<file path="src/rtl/lbus_cycle_sequencer.sv">
// rtl/lbus_cycle_sequencer.sv - 68040 local-bus transfer to DSACK-terminated port cycle sequencer
module lbus_cycle_sequencer #(
    parameter int TIMEOUT = 64
) (
    input  logic       CLK40,
    input  logic       nRESET,
    input  logic       nTS_CPU,
    input  logic       RnW,
    input  logic [1:0] SIZ,
    input  logic [1:0] A,
    input  logic [1:0] A32,
    input  logic [1:0] DSACK,
    input  logic       nTBI,
    input  logic       nTCI,
    output logic       nTS,
    output logic       nTA,
    output logic       nTEA,
    output logic       nTBI_CPU,
    output logic       nTCI_CPU,
    output logic [3:0] nBE,
    output logic [3:0] AOUT,
    output logic       SWAP,
    output logic       LAT_EN,
    output logic       BUSY
);
    typedef enum logic [2:0] {IDLE, START, WAIT, ACK, RECOVER} state_t;

    localparam logic [1:0] SIZ_LONG = 2'b00;
    localparam logic [1:0] SIZ_BYTE = 2'b01;
    localparam logic [1:0] SIZ_LINE = 2'b11;
    localparam int WDW = (TIMEOUT > 1) ? $clog2(TIMEOUT + 1) : 1;
    localparam logic [WDW-1:0] WD_LAST = WDW'((TIMEOUT > 0) ? TIMEOUT - 1 : 0);

    state_t         state, state_nxt;
    logic           rnw_q;
    logic [1:0]     siz_q;
    logic [1:0]     a_q;
    logic [1:0]     beat_a32;
    logic [1:0]     beats_left;
    logic           second_half;
    logic           beat_done_q;
    logic           tbi_seen;
    logic           tci_q;
    logic           swap_q;
    logic           tea_q;
    logic [WDW-1:0] wd_cnt;

    logic           is_wide;
    logic           ack_any;
    logic           wd_expired;
    logic [3:0]     lanes;

    assign is_wide    = (siz_q == SIZ_LONG) || (siz_q == SIZ_LINE);
    assign ack_any    = (DSACK != 2'b11);
    assign wd_expired = (TIMEOUT != 0) && (wd_cnt == WD_LAST);

    // Lane enables of the first subcycle of a beat, from captured size and offset
    always_comb begin
        lanes = 4'b0000;
        if (siz_q == SIZ_BYTE) begin
            case (a_q)
                2'b00:   lanes = 4'b0111;
                2'b01:   lanes = 4'b1011;
                2'b10:   lanes = 4'b1101;
                default: lanes = 4'b1110;
            endcase
        end else if (!is_wide) begin
            lanes = a_q[1] ? 4'b1100 : 4'b0011;
        end
    end

    // State register
    always_ff @(posedge CLK40 or negedge nRESET) begin
        if (!nRESET) state <= IDLE;
        else         state <= state_nxt;
    end

    // Next-state decode; a beat is finished once its last subcycle acks,
    // the line stops early when burst inhibit was seen on the first beat
    always_comb begin
        state_nxt = state;
        case (state)
            IDLE:    if (!nTS_CPU) state_nxt = START;
            START:   state_nxt = WAIT;
            WAIT: begin
                if (ack_any)         state_nxt = ACK;
                else if (wd_expired) state_nxt = IDLE;
            end
            ACK:     state_nxt = RECOVER;
            RECOVER: begin
                if (!ack_any) begin
                    if (!beat_done_q || ((beats_left != 2'd0) && !tbi_seen))
                        state_nxt = START;
                    else
                        state_nxt = IDLE;
                end
            end
            default: state_nxt = IDLE;
        endcase
    end

    // Output decode from state and transfer context
    always_comb begin
        nTS      = (state != START);
        nTA      = !((state == ACK) && beat_done_q);
        LAT_EN   = (state == ACK) && rnw_q;
        nTCI_CPU = ((state == ACK) && beat_done_q) ? tci_q : 1'b1;
        nTBI_CPU = !((state == ACK) && beat_done_q && tbi_seen);
        nTEA     = !tea_q;
        BUSY     = (state != IDLE);
        SWAP     = (state != IDLE) && (second_half || swap_q);
        if (state == IDLE) begin
            nBE  = 4'hF;
            AOUT = 4'h0;
        end else begin
            nBE  = second_half ? 4'b1100 : lanes;
            AOUT = {beat_a32, second_half ? 2'b10 : (is_wide ? 2'b00 : a_q)};
        end
    end

    // Transfer capture, beat/subcycle bookkeeping, ack sampling and watchdog
    always_ff @(posedge CLK40 or negedge nRESET) begin
        if (!nRESET) begin
            rnw_q       <= 1'b0;
            siz_q       <= 2'b00;
            a_q         <= 2'b00;
            beat_a32    <= 2'b00;
            beats_left  <= 2'b00;
            second_half <= 1'b0;
            beat_done_q <= 1'b0;
            tbi_seen    <= 1'b0;
            tci_q       <= 1'b1;
            swap_q      <= 1'b0;
            tea_q       <= 1'b0;
            wd_cnt      <= '0;
        end else begin
            tea_q <= 1'b0;
            case (state)
                IDLE: begin
                    if (!nTS_CPU) begin
                        rnw_q       <= RnW;
                        siz_q       <= SIZ;
                        a_q         <= A;
                        beat_a32    <= A32;
                        beats_left  <= (SIZ == SIZ_LINE) ? 2'd3 : 2'd0;
                        second_half <= 1'b0;
                        beat_done_q <= 1'b0;
                        tbi_seen    <= 1'b0;
                        swap_q      <= 1'b0;
                    end
                end
                START: wd_cnt <= '0;
                WAIT: begin
                    if (ack_any) begin
                        // A 16-bit ack on the low half of a longword needs a second subcycle
                        beat_done_q <= !(is_wide && !second_half && (DSACK == 2'b01));
                        tci_q       <= nTCI;
                        if ((siz_q == SIZ_LINE) && (beats_left == 2'd3) && !second_half && !nTBI)
                            tbi_seen <= 1'b1;
                        if ((DSACK == 2'b01) && !is_wide && a_q[1])
                            swap_q <= 1'b1;
                    end else if (wd_expired) begin
                        tea_q <= 1'b1;
                    end else begin
                        wd_cnt <= wd_cnt + 1'b1;
                    end
                end
                RECOVER: begin
                    if (!ack_any) begin
                        swap_q <= 1'b0;
                        if (beat_done_q) begin
                            second_half <= 1'b0;
                            if (beats_left != 2'd0) begin
                                beat_a32   <= beat_a32 + 2'd1;
                                beats_left <= beats_left - 2'd1;
                            end
                        end else begin
                            second_half <= 1'b1;
                        end
                    end
                end
                default: ;
            endcase
        end
    end
endmodule
</file>
<file path="config.mk">
export PLATFORM = sky130hd
export DESIGN_NAME = lbus_cycle_sequencer
export DESIGN_NICKNAME = d
export VERILOG_FILES = /design/src/rtl/lbus_cycle_sequencer.sv
export SDC_FILE = /design/constraint.sdc
export NUM_CORES = 1
export LEC_CHECK = 0
export ABC_AREA = 1
export BUFFER_PORTS_ARGS = -buffer_cell sky130_fd_sc_hd__buf_2
export CELL_PAD_IN_SITES_DETAIL_PLACEMENT = 0
export CELL_PAD_IN_SITES_GLOBAL_PLACEMENT = 1
export CORE_MARGIN = 5
export CORE_UTILIZATION = 42
export CTS_BUF_LIST = sky130_fd_sc_hd__clkbuf_16
export CTS_CLUSTER_SIZE = 10
export DETAILED_ROUTE_END_ITERATION = 6
export GPL_TIMING_DRIVEN = 0
export PLACE_DENSITY = 0.82
export SKIP_LAST_GASP = 1
export SYNTH_ARGS = -nofsm -noshare
export SYNTH_HDL_FRONTEND = slang
export SYNTH_SLANG_ARGS = --single-unit
</file>
<file path="constraint.sdc">
create_clock -name CLK40 -period 3.5 [get_ports CLK40]
set_clock_uncertainty 0.2 [all_clocks]
set_input_delay 0.175 -clock CLK40 [delete_from_list [all_inputs] [get_ports CLK40]]
set_output_delay 0.175 -clock CLK40 [all_outputs]
set_load 0.03 [all_outputs]
</file>
==> qor.csv <==
stage,metric,value,unit
outcome,status,finished clean,
sta,Final Hold Fails,0,
placed_design,minimum setup slack after placement,1700,ps
sta,final clock period utilization by the worst path,60.2,%
global_routing,pin count of the biggest net entering global routing,26,
final_layout,fin nets,264,
hold_path,Worst Hold Class,input pin to flip-flop,
flow_run,number of max-capacitance violations reported,0,
drt,detailed-route wire length,3.36,mm
final_layout,Inserted Diodes,0,
yosys,Mapped Cells,204,
die,Total Die Area,0.00487,mm²
setup_path,critical path capture point type,primary output,
power_and_ir_drop,Worst VDD drop,0.454,mV
sta,Tightest Pin Transition,576,ps
global_routing,overall fraction of global-route tracks in use,14.9,%
drt,Post-route DRC,0,
sta,hold slack,14.0,ps
global_routing,antenna violations before repair,0,
clock_tree,clock buffers created by TritonCTS,3,
die,area of the core,0.00339,mm²
yosys,Avg Synthesized Cell Area,7.35,µm²
sta,setup repair after global routing missed its margin,false,
sta,final number of setup-violating endpoints,0,
drt,antenna-violating nets left,0,
setup_path,Required @ worst endpoint,3120,ps
power_and_ir_drop,ratio of total power to cell area,924,mW/mm²
drt,1st-iter DRT viols,78,
clock_tree,total number of clock tree sinks,25,
setup_path,cell-by-cell listing of the critical path,ha_1 -> nor2_1 -> or2_2 -> o21ai_0 -> nand2_1 -> buf_2,
placed_design,HPWL reported at the end of detailed placement,2.54,mm
yosys,Syn Std Cell Area,0.00150,mm²
placed_design,quantity of I/O buffers inserted on ports,29,
drt,per-cell via count in the routed design,4.76,
final_layout,fraction of final layout cells sized beyond drive strength 1,21.7,%
clock_tree,maximum clock path buffer count,2,
clock_tree,clock tree from TritonCTS,done,
sta,final-report max-slew violation count,0,
die,die boundary height,69.8,µm
sta,Total Negative Setup Slacks,0,ps
global_routing,sum of overflow across all layers after global routing,0,
drt,total vias in the final route,1379,
setup_path,critical path arrival,1730,ps
final_layout,share of the core filled with cells in the final layout,54.6,%
final_layout,area delta synth->final,23.4,%
clock_tree,depth of the CTS H-tree,1,
sta,fmax,475,MHz
die,die width,69.8,µm
sta,final critical path time including I/O delays and setup,2110,ps
setup_path,peak fanout along the critical path,4,
yosys,number of synthesized register bits,25,
yosys,share of synthesized area occupied by flip-flops and latches,41.8,%
setup_path,largest stage delay on the critical path,400,ps
global_routing,via count of the first global-routing pass,1341,
setup_path,Critical-path top delay cell,dfrtp_1,
yosys,Post-Synthesis Net Count,223,
placed_design,last weighted congestion value of the routability-driven placer,0.789,
clock_tree,clock edge transition at the registers on the reported setup and hold paths,60,ps
yosys,Cell variety after synth,23,
die,I/O pin count,30,
sta,worst relative slew slack,61.6,%
setup_path,kind of critical path,flip-flop to primary output,
clock_tree,hold buffer count at CTS,7,
clock_tree,master cell of the clock root buffer,clkbuf_16,
yosys,count of warnings emitted by yosys,0,
die,initial cell density of the core,44.3,%
drt,routed length per instance,11.6,µm
clock_tree,number of gates resized after cts,0,
sta,slack of the critical path,1390,ps
global_routing,global-route wire length before repair,6.05,mm
drt,First-pass DRT Iterations,4,
clock_tree,number of setup buffers added after CTS,0,
die,number of standard-cell rows in the floorplan,21,
setup_path,Worst Setup Start Kind,flip-flop,
clock_tree,Clock Latency Late Sink,260,ps
power_and_ir_drop,static power due to leakage,0.993,nW
[final timing paths]
path,slack [ps],cells after the start,end,startpoint
worst min-delay path,10,5,beat_a32[0],A32[0]
worst max-delay path,1390,6,nBE[3],siz_q[0]
max in group asynchronous,2480,2,siz_q[1],nRESET
min in group asynchronous,240,2,state[2],nRESET
worst min register to register,300,2,tci_q,tci_q
worst max register to register,1830,7,swap_q,siz_q[0]
[layout by cell type, fill, tap and decap left out, types with 3 or more instances in the layout]
master         instances
ha_1                   5
buf_2                 29
inv_1                 27
o21ai_1                3
nand2_1               58
nand3_1               20
nor2_1                18
a21oi_1                3
clkbuf_16              3
o21ai_0               21
inv_2                  5
dlygate4sd3_1          7
nand2_2                4
dfrtp_1               24
nand2_4                3
[synthesized netlist by cell type]
master	instances	area [µm²]
nor3b_1	2	15.0
nor3_1	1	5.00
nand3b_1	1	7.51
dfrtp_1	24	601
nand2_4	3	33.8
dfstp_2	1	26.3
o21ai_1	3	15.0
inv_1	26	97.6
o21ai_2	1	8.76
ha_1	5	62.6
nand3_1	20	100
nor2_8	1	20.0
inv_2	5	18.8
nor2_1	18	67.6
nor2_4	1	11.3
o21ai_0	21	105
nand3_2	2	20.0
xnor2_1	1	8.76
nor2_2	2	12.5
nand2_2	4	25.0
nand2_1	58	218
or2_2	1	6.26
a21oi_1	3	15.0
[metal layers]
layer  vias to the layer above  GRT usage [%]  wire, µm
li1                        726              -         -
met1                       622           21.4      1680
met2                        26           23.3      1500
met3                         5           2.61       145
met4                         0           3.19        31
met5                         -              0         0
[where the power goes]
group          internal [W]  switching [W]
combinational      0.000291       0.000686
sequential         0.000390      0.0000894
clock              0.000153       0.000101
total              0.000834       0.000876
[registers in the layout, indices dropped and copies added, names as in the netlist]
name,cells
wd_cnt,7
state,3
a_q,2
beat_a32,2
beats_left,2
siz_q,2
beat_done_q,1
rnw_q,1
second_half,1
swap_q,1
tbi_seen,1
tci_q,1
tea_q,1
[metrics by stage]
stage	total power (W)	area, µm²	cells
floorplan	0.00120	1500	204
global route	0.00187	1850	290
finish	0.00171	1850	290
CTS	0.00173	1850	290
global placement	0.00146	1700	279
detailed placement	0.00146	1700	279
[worst max-delay path, delay by kind of cell (launching register included)]
family / cells / cell delay (ps)
AOI/OAI and AO/OA: 1 / 90
buffers and inverters: 1 / 180
and+or+nand+nor: 3 / 440
adders and majority gates: 1 / 370
DFF: 1 / 400
[cell families (layout without fill, tap and decap cells)]
| kind of cell | count (synthesis) | after routing | synth area share, % |
|---|---|---|---|
| simple gates | 114 | 114 | 36.1 |
| buf+inv | 31 | 71 | 7.76 |
| compound gates | 28 | 28 | 9.59 |
| flops | 25 | 25 | 41.8 |
| fa+ha+maj | 5 | 5 | 4.17 |
| xor+xnor | 1 | 1 | 0.584 |
[cell type report]
| cell class | instances | area (µm²) |
|---|---|---|
| inverter | 31 | 116 |
| sequential | 25 | 627 |
| clock inverter | 1 | 3.75 |
| timing repair buffer | 36 | 215 |
| fill | 349 | 1540 |
| clock buffer | 3 | 75.1 |
| tap | 46 | 57.6 |
| multi-input combinational | 148 | 757 |
No activity file was read; power rests on OpenSTA's default activity.
